File: src/rtl/rf_wb_ctrl_pkg.sv
// Shared constants for the write-back controller slice.
// These mirror the CPU-wide constants from rvseed_defines.v so that
// SystemVerilog files can pick them up through a package import.
package rf_wb_ctrl_pkg;

    localparam int CPU_WIDTH      = 32;
    localparam int REG_ADDR_WIDTH = 5;
    localparam int REG_DATA_DEPTH = 32;
    localparam int WB_FIFO_DEPTH  = 2;

endpackage

File: src/rtl/rf_wb_ctrl_wb_fifo.sv
// wb_fifo: small synchronous FIFO that buffers load results waiting for
// the register-file write port. Push is ignored when full and pop is
// ignored when empty, so callers may drive them from plain handshakes.
module wb_fifo #(
    parameter int W     = 37,
    parameter int DEPTH = 2
) (
    input  logic                         clk,
    input  logic                         rst,
    input  logic                         push,
    input  logic                         pop,
    input  logic [W-1:0]                 wdata,
    output logic [W-1:0]                 rdata,
    output logic [$clog2(DEPTH+1)-1:0]   count,
    output logic                         full,
    output logic                         empty
);

    localparam int CW = $clog2(DEPTH + 1);
    localparam int PW = (DEPTH > 1) ? $clog2(DEPTH) : 1;
    localparam logic [PW-1:0] LAST_PTR = PW'(DEPTH - 1);
    localparam logic [CW-1:0] DEPTH_CNT = CW'(DEPTH);

    logic [W-1:0]  mem_q [DEPTH];
    logic [PW-1:0] wr_ptr_q, wr_ptr_d;
    logic [PW-1:0] rd_ptr_q, rd_ptr_d;
    logic [CW-1:0] count_q, count_d;
    logic          do_push;
    logic          do_pop;

    assign full    = (count_q == DEPTH_CNT);
    assign empty   = (count_q == '0);
    assign count   = count_q;
    assign rdata   = mem_q[rd_ptr_q];
    assign do_push = push && !full;
    assign do_pop  = pop && !empty;

    // Pointer advance with wrap at DEPTH and occupancy bookkeeping
    always_comb begin
        wr_ptr_d = wr_ptr_q;
        rd_ptr_d = rd_ptr_q;
        count_d  = count_q;
        if (do_push) begin
            wr_ptr_d = (wr_ptr_q == LAST_PTR) ? '0 : wr_ptr_q + 1'b1;
        end
        if (do_pop) begin
            rd_ptr_d = (rd_ptr_q == LAST_PTR) ? '0 : rd_ptr_q + 1'b1;
        end
        if (do_push && !do_pop) begin
            count_d = count_q + 1'b1;
        end else if (!do_push && do_pop) begin
            count_d = count_q - 1'b1;
        end
    end

    // Control state; reset drops everything queued, including a same-cycle push
    always_ff @(posedge clk) begin
        if (rst) begin
            wr_ptr_q <= '0;
            rd_ptr_q <= '0;
            count_q  <= '0;
        end else begin
            wr_ptr_q <= wr_ptr_d;
            rd_ptr_q <= rd_ptr_d;
            count_q  <= count_d;
        end
    end

    // Storage array; contents are meaningless once pointers are reset
    always_ff @(posedge clk) begin
        if (do_push && !rst) begin
            mem_q[wr_ptr_q] <= wdata;
        end
    end

endmodule

File: src/rtl/rf_wb_ctrl.sv
// rf_wb_ctrl: owns the register file's single write port. Merges ALU
// results with buffered load results (one registered write per cycle),
// and keeps a busy scoreboard of outstanding load destinations.
// Optional macro RF_WB_FWD_EN enables write-port forwarding to decode;
// without it the fwd* outputs are tied to zero.
module rf_wb_ctrl
    import rf_wb_ctrl_pkg::*;
#(
    parameter int DW    = CPU_WIDTH,
    parameter int AW    = REG_ADDR_WIDTH,
    parameter int DEPTH = WB_FIFO_DEPTH
) (
    input  logic                 clk,
    input  logic                 rst,
    input  logic                 alu_valid,
    input  logic [AW-1:0]        alu_rd,
    input  logic [DW-1:0]        alu_data,
    output logic                 alu_stall,
    input  logic                 lsu_valid,
    output logic                 lsu_ready,
    input  logic [AW-1:0]        lsu_rd,
    input  logic [DW-1:0]        lsu_data,
    input  logic                 ld_issue_valid,
    input  logic [AW-1:0]        ld_issue_rd,
    output logic [(1<<AW)-1:0]   busy,
    output logic                 reg_wen,
    output logic [AW-1:0]        reg_waddr,
    output logic [DW-1:0]        reg_wdata,
    input  logic [AW-1:0]        reg1_raddr,
    input  logic [AW-1:0]        reg2_raddr,
    output logic                 fwd1_hit,
    output logic                 fwd2_hit,
    output logic [DW-1:0]        fwd1_data,
    output logic [DW-1:0]        fwd2_data
);

    localparam int CW = $clog2(DEPTH + 1);
    localparam logic [CW-1:0] DEPTH_CNT = CW'(DEPTH);

    logic [CW-1:0]       fifo_count;
    logic                fifo_full;
    logic                fifo_empty;
    logic [AW+DW-1:0]    fifo_head;
    logic [AW-1:0]       head_rd;
    logic [DW-1:0]       head_data;
    logic                lsu_push;
    logic                lsu_pop;
    logic                take_alu;
    logic                wr_valid;
    logic [AW-1:0]       wr_rd;
    logic [DW-1:0]       wr_data;

    logic                reg_wen_q, reg_wen_d;
    logic [AW-1:0]       reg_waddr_q, reg_waddr_d;
    logic [DW-1:0]       reg_wdata_q, reg_wdata_d;
    logic [(1<<AW)-1:0]  busy_q, busy_d;

    assign lsu_ready = (fifo_count != DEPTH_CNT);
    assign alu_stall = fifo_full;
    assign lsu_push  = lsu_valid && lsu_ready;
    assign head_rd   = fifo_head[AW+DW-1:DW];
    assign head_data = fifo_head[DW-1:0];

    wb_fifo #(
        .W     (AW + DW),
        .DEPTH (DEPTH)
    ) u_wb_fifo (
        .clk   (clk),
        .rst   (rst),
        .push  (lsu_push),
        .pop   (lsu_pop),
        .wdata ({lsu_rd, lsu_data}),
        .rdata (fifo_head),
        .count (fifo_count),
        .full  (fifo_full),
        .empty (fifo_empty)
    );

    // Arbiter: a full FIFO forces a load write, otherwise ALU wins, else drain
    always_comb begin
        lsu_pop  = 1'b0;
        take_alu = 1'b0;
        wr_valid = 1'b0;
        wr_rd    = '0;
        wr_data  = '0;
        if (fifo_full) begin
            lsu_pop  = 1'b1;
            wr_valid = 1'b1;
            wr_rd    = head_rd;
            wr_data  = head_data;
        end else if (alu_valid) begin
            take_alu = 1'b1;
            wr_valid = 1'b1;
            wr_rd    = alu_rd;
            wr_data  = alu_data;
        end else if (!fifo_empty) begin
            lsu_pop  = 1'b1;
            wr_valid = 1'b1;
            wr_rd    = head_rd;
            wr_data  = head_data;
        end
    end

    // Next write-port value; x0 writes still update address/data but not enable
    always_comb begin
        reg_wen_d   = wr_valid && (wr_rd != '0);
        reg_waddr_d = reg_waddr_q;
        reg_wdata_d = reg_wdata_q;
        if (wr_valid) begin
            reg_waddr_d = wr_rd;
            reg_wdata_d = wr_data;
        end
    end

    // Scoreboard update: clear on load pop, then set on issue so set wins
    always_comb begin
        busy_d = busy_q;
        if (lsu_pop) begin
            busy_d[head_rd] = 1'b0;
        end
        if (ld_issue_valid) begin
            busy_d[ld_issue_rd] = 1'b1;
        end
        busy_d[0] = 1'b0;
    end

    // Registered write port and scoreboard
    always_ff @(posedge clk) begin
        if (rst) begin
            reg_wen_q   <= 1'b0;
            reg_waddr_q <= '0;
            reg_wdata_q <= '0;
            busy_q      <= '0;
        end else begin
            reg_wen_q   <= reg_wen_d;
            reg_waddr_q <= reg_waddr_d;
            reg_wdata_q <= reg_wdata_d;
            busy_q      <= busy_d;
        end
    end

    assign reg_wen   = reg_wen_q;
    assign reg_waddr = reg_waddr_q;
    assign reg_wdata = reg_wdata_q;
    assign busy      = busy_q;

`ifdef RF_WB_FWD_EN
    assign fwd1_hit  = reg_wen_q && (reg_waddr_q == reg1_raddr) && (reg1_raddr != '0);
    assign fwd2_hit  = reg_wen_q && (reg_waddr_q == reg2_raddr) && (reg2_raddr != '0);
    assign fwd1_data = reg_wdata_q;
    assign fwd2_data = reg_wdata_q;
`else
    logic unused_raddr;
    assign unused_raddr = ^{reg1_raddr, reg2_raddr, take_alu};
    assign fwd1_hit  = 1'b0;
    assign fwd2_hit  = 1'b0;
    assign fwd1_data = '0;
    assign fwd2_data = '0;
`endif

endmodule
File: config.mk
export PLATFORM = sky130hd
export DESIGN_NAME = rf_wb_ctrl
export DESIGN_NICKNAME = d
export VERILOG_FILES = /design/src/rtl/rf_wb_ctrl_pkg.sv /design/src/rtl/rf_wb_ctrl_wb_fifo.sv /design/src/rtl/rf_wb_ctrl.sv
export SDC_FILE = /design/constraint.sdc
export NUM_CORES = 1
export LEC_CHECK = 0
export CORE_UTILIZATION = 45
export DETAILED_ROUTE_END_ITERATION = 8
export GPL_TIMING_DRIVEN = 0
export PLACE_DENSITY = 0.85
export SYNTH_ARGS = -nofsm -noshare
export SYNTH_HDL_FRONTEND = slang
export SYNTH_HIERARCHICAL = 1
export SYNTH_SLANG_ARGS = --single-unit
File: constraint.sdc
create_clock -name clk -period 4.9 [get_ports clk]
set_input_delay 0.735 -clock clk [delete_from_list [all_inputs] [get_ports clk]]
set_output_delay 0.735 -clock clk [all_outputs]
set_load 0.02 [all_outputs]
==> run summary, run 1 <==
worst-skew pair later-pin latency: 0.42 ns
dpl ws: 1.94 ns
Final Critical Period: 2.54 ns
Setup Skew: 0.00718 ns
area grow syn2layout: 40.4%
postcts setup bufs: 0
n_diodes: 0
Fin. Hold Viols: 0
peak supply drop: 0.326 mV
drt pass-1 iters: 5
H-tree levels: 4
share of the synthesized area in the top cell type: 33.7%
Ys Warns: 6
DRT iter0 DRCs: 528
critical path class: reg2out
cells after synthesis: 658
Die H: 123 um
crit end category: output port
antenna violations before repair: 0
WL/cell: 15.6 um
Cell Count, Final, Fillers Out: 1095
vias in the first global route: 4976
Rel. slew slack: 31.2%
setup TNS: 0 ns
grt total ovfl: 0
# Max-Cap Violations: 0
fin crit share: 51.9%
CTS Hold Bufs: 0
sequential area share after synthesis: 56.2%
Die Area: 15100 sq um
Syn Area/Cell: 10.0 sq um
Initial Utilization: 46.8%
Final setup viols: 0
core area: 14100 sq um
DP Cell Count: 1063
Num CTS Buffers: 17
TritonCTS clock tree: yes
status: finished, final reports clean
die width: 123 um
Worst setup SP type: flip-flop
HPWL Detailed: 12300 um
# rows: 43
Hold WS: 0.454 ns
final worst slack: 2.36 ns
HP Class: reg2reg
LEAKAGE: 0.00359 uW
Critical Path AT: 1.81 ns
share of layout cells above drive strength 1: 16.8%
via-per-instance ratio: 4.93
I/O pin count: 232
Root Driver: clkbuf_16
remaining routing DRC violations: 0
vias: 5399
Global Route Usage Sum: 23.0%
clk slew on worst S/H paths: 0.06 ns
Synth area leader: edfxtp_1
wirelength, routed: 17100 um
asr flop ratio synth: 0%
placed inst area: 8680 sq um
max-slew violations: 0
pwr dens: 458 nW/um^2
number of synthesized flops with an enable pin: 74
CP Data Required Time: 4.16 ns
Max Root-Sink Buffers: 2
Post-synth top flop: edfxtp_1
RSZ-0062 raised after global routing: no
most area-consuming cells after synthesis: edfxtp_1 (34%), dfxtp_1 (22%), buf_4 (8.1%)
fin area: 9260 sq um
number of distinct library cells after synthesis: 37
Achievable Freq: 393 MHz
actual slew at the worst max-slew pin: 1.03 ns
FF+latch count, synth: 148
final net count: 997
port buffer count: 153
PostCTS Resize Cnt: 0
Post-Synthesis Cell Area: 6590 sq um
largest net degree at the start of global routing: 17
DRT antenna net count: 0
global placer's final weighted congestion: 0.851
clk sinks: 148
first-pass GRT wire length: 25600 um
critical path peak fanout: 7
==> final cells by class <==
cell class / instances / area (sq um)
Clock buffer: 24 / 482
Fill cell: 1115 / 4840
Timing Repair Buffer: 159 / 1600
Clock inverter: 8 / 100
Inverter: 4 / 15.0
Buffer: 104 / 677
Tap cell: 180 / 225
Sequential cell: 148 / 3700
Multi-Input combinational cell: 468 / 2460
==> logic make-up (layout without fill, tap and decap cells) <==
| family | count (synthesis) | after routing | synth area share (%) |
|---|---|---|---|
| buffers and inverters | 108 | 299 | 10.5 |
| AO/OA/AOI/OAI | 111 | 111 | 8.80 |
| adder cells (fa/ha/maj) | 1 | 1 | 0.190 |
| flip-flops | 148 | 148 | 56.2 |
| multiplexers | 37 | 37 | 6.32 |
| XOR/XNOR | 3 | 3 | 0.399 |
| AND/OR/NAND/NOR | 249 | 249 | 17.6 |
| other | 1 | 67 | 0.0569 |
==> where the power goes <==
part | leakage (uW) | internal [uW] | total (uW) | switching [uW]
sequential | 0.00128 | 1490 | 1580 | 86.0
clock | 0.000281 | 789 | 1280 | 489
combinational | 0.00203 | 606 | 1390 | 780
==> registers in the layout, indices dropped and copies added (netlist names), named ones only <==
name                flops
busy                   31
reg_waddr               5
reg_wdata              32
reg_wen                 1
u_wb_fifo/count         2
u_wb_fifo/mem_q        74
u_wb_fifo/rd_ptr_q      1
u_wb_fifo/wr_ptr_q      1
==> layer usage <==
layer,wire length (um),GRT usage [%]
met4,414,8.58
met3,1390,6.83
met1,6710,28.1
met2,8600,38.6
met5,0,0
==> path summary, 6_finish.rpt <==
kind,start,end,slack [ns],cells past startpoint
max reg2reg,flip-flop,busy[18],2.49,7
min,reg_waddr[0],reg_waddr[0],0.45,2
min reg2reg,reg_waddr[0],reg_waddr[0],0.45,2
max,u_wb_fifo/count[1],alu_stall,2.36,2
==> cell usage after synthesis, types with 3 or more instances <==
master	n
dfxtp_1	74
nand2b_1	3
clkbuf_1	23
nand3b_1	5
buf_1	4
inv_1	3
o21ai_1	8
mux2_2	37
nor2b_1	34
o21ai_0	26
buf_4	71
xor2_1	3
nor2_1	114
edfxtp_1	74
buf_2	4
nor3b_1	6
or3_1	3
nand2_1	38
a21oi_1	69
nor3_1	36
==> metrics by stage <==
step,power (uW),utilization (%)
2_1_floorplan,2450,-
3_3_place_gp,2940,61.0
3_5_place_dp,2980,61.5
4_1_cts,4260,65.7
5_1_grt,4450,65.7
6_report,4240,65.7
==> placed cells by master (no fill, tap or decap), types with 3 or more instances in the layout <==
master and n:
conb_1 67, nor2b_1 34, nor2_1 114, clkbuf_16 17, mux2_2 37, nand2_1 38, clkbuf_1 27, edfxtp_1 74
buf_1 4, buf_6 8, nor3_1 35, nand3b_1 5, buf_2 4, dfxtp_1 74, nand2b_1 3, buf_4 71
clkbuf_8 3, o21ai_1 8, nor3b_1 5, inv_1 3, xor2_1 3, clkdlybuf4s50_1 153, a21oi_1 69, o21ai_0 26
or3_1 3
==> critical path, cell delays in order (launching register included) <==
cell and delay (ns):
dfxtp_1 0.38, nor2b_2 0.33, clkdlybuf4s50_1 0.68
(Power assumes the default switching activity.)
==> run 2: changes to the inputs <==
Clock period 4.9 ns to 2.4 ns, I/O delays scaled along.
==> run 2 against run 1 <==
Against the previous run:
- clock skew up 0.0027 ns
- critical path depth up 6
- register-to-register slack worse by 2.3 ns
- total power up 100%
- global-route usage up 0.28 points
- highest routed layer unchanged
- clock power up 95%
- utilization up 0.089 points
- via count down 1.2%
- first-iteration DRC count down 36%
- sequential power up 100%
- cell area up 0.14%
- largest power group unchanged
==> run summary, run 2 (same netlist as run 1, synthesis figures left out) <==
max-slew violations: 0
max reg flops: 74
vias in the first global route: 5111
HP Class: in2reg
clk sinks: 148
antenna violations before repair: 0
worst-skew pair later-pin latency: 0.43 ns
RSZ-0062 raised after global routing: no
commonest non-fill, non-tap cell in the layout: clkdlybuf4s50_1
core area: 14100 sq um
WL/cell: 15.5 um
Rel. slew slack: 33.3%
Root Driver: clkbuf_16
# rows: 43
share of layout cells above drive strength 1: 16.4%
DRT antenna net count: 0
fin crit share: 90.8%
Num CTS Buffers: 17
clk slew on worst S/H paths: 0.06 ns
wirelength, routed: 16900 um
H-tree levels: 4
crit end category: flip-flop
Crit path max-delay family: simple AND/OR/NAND/NOR gates
crit path cell chain: nor2b_4 -> o21ba_1 -> buf_6 -> inv_2 -> o21ai_0 -> ha_1 -> or3_1 -> a21oi_1
Initial Utilization: 46.8%
CP Data Required Time: 2.74 ns
via-per-instance ratio: 4.89
grt total ovfl: 0
largest net degree at the start of global routing: 19
peak supply drop: 0.618 mV
CP max stage cell: dfxtp_1
remaining routing DRC violations: 0
die width: 123 um
critical path peak fanout: 9
I/O pin count: 232
Worst setup SP type: flip-flop
final net count: 993
total chip power: 8570 uW
LEAKAGE: 0.00358 uW
Die H: 123 um
Max Root-Sink Buffers: 2
Final Critical Period: 2.18 ns
global placer's final weighted congestion: 0.855
n_diodes: 0
status: finished, final reports clean
HPWL Detailed: 12200 um
# fillers: 1131
Setup Skew: 0.00993 ns
first-pass GRT wire length: 26000 um
vias: 5333
Fin. Hold Viols: 0
CP peak stage delay: 0.40 ns
Critical Path AT: 2.52 ns
DRT iter0 DRCs: 340
Die Area: 15100 sq um
Critical path buffers and inverters: 2
most frequent cells in the layout: clkdlybuf4s50_1 (153), nor2_1 (114), edfxtp_1 (74)
# Max-Cap Violations: 0
port buffer count: 153
most flop-heavy register: u_wb_fifo/mem_q
final worst slack: 0.221 ns
TritonCTS clock tree: yes
dpl ws: -0.314 ns
drt pass-1 iters: 5
area grow syn2layout: 40.6%
critical path class: reg2reg
actual slew at the worst max-slew pin: 0.999 ns
Global Route Usage Sum: 23.3%
Final setup viols: 0
pwr dens: 925 nW/um^2
Achievable Freq: 459 MHz
[run 2: cell type report]
type / instances / area, sq um / share of cell area (%)
Multi-Input combinational cell: 468 / 2470 / 26.7
Timing Repair Buffer: 157 / 1630 / 17.6
Tap cell: 180 / 225 / 2.43
Clock inverter: 11 / 113 / 1.21
Buffer: 102 / 669 / 7.22
Inverter: 4 / 15.0 / 0.162
Sequential cell: 148 / 3700 / 40.0
Clock buffer: 21 / 440 / 4.75
[run 2: path summary, 6_finish.rpt]
kind | slack, ns | depth (start not counted) | start | endpoint
min | 0.36 | 4 | alu_valid | reg_wdata[9]
max reg2reg | 0.22 | 8 | u_wb_fifo/count[1] | u_wb_fifo/count[1]
min reg2reg | 0.47 | 2 | busy[10] | busy[10]
max | 0.22 | 8 | u_wb_fifo/count[1] | u_wb_fifo/count[1]
[run 2: metrics by stage]
step | instance area (sq um) | std cells | TNS [ns] | util, % | hold WS (ns)
after floorplan | 6860 | 724 | -0.701 | - | 0.429
after global placement | 8620 | 1057 | -46.30 | 61.2 | 0.442
after detailed placement | 8720 | 1061 | -2.98 | 61.8 | 0.445
after CTS | 9270 | 1093 | 0 | 65.8 | 0.316
after global routing | 9270 | 1091 | 0 | 65.8 | 0.355
final | 9270 | 1091 | 0 | 65.8 | 0.359
[run 2: worst register-to-register path: cells and delay by family (launching register included)]
kind,cells,cell delay (ns)
buffers and inverters,2,0.26
AND/OR/NAND/NOR,2,0.61
adder cells (fa/ha/maj),1,0.35
AO/OA/AOI/OAI,3,0.48
flip-flops,1,0.40
[run 2: what timing repair did]
item                                    CTS  global route
hold buffers                              0             0
buffers inserted                          0             0
endpoints found under the setup margin    3             9
resized for setup                         1             4
[run 2: power breakdown]
| part | internal [uW] | switching, uW |
|---|---|---|
| Sequential | 3050 | 175 |
| Clock | 1510 | 981 |
| Combinational | 1260 | 1590 |
[run 2: routing by layer]
| layer | part of all wire (%) | routed length, um | vias up | track usage (%) |
|---|---|---|---|---|
| li1 | - | - | 2607 | - |
| met1 | 41 | 6980 | 2461 | 27.6 |
| met2 | 49 | 8290 | 229 | 39.7 |
| met3 | 6.6 | 1120 | 36 | 6.18 |
| met4 | 2.9 | 484 | 0 | 10.4 |
| met5 | 0 | 0 | - | 0 |
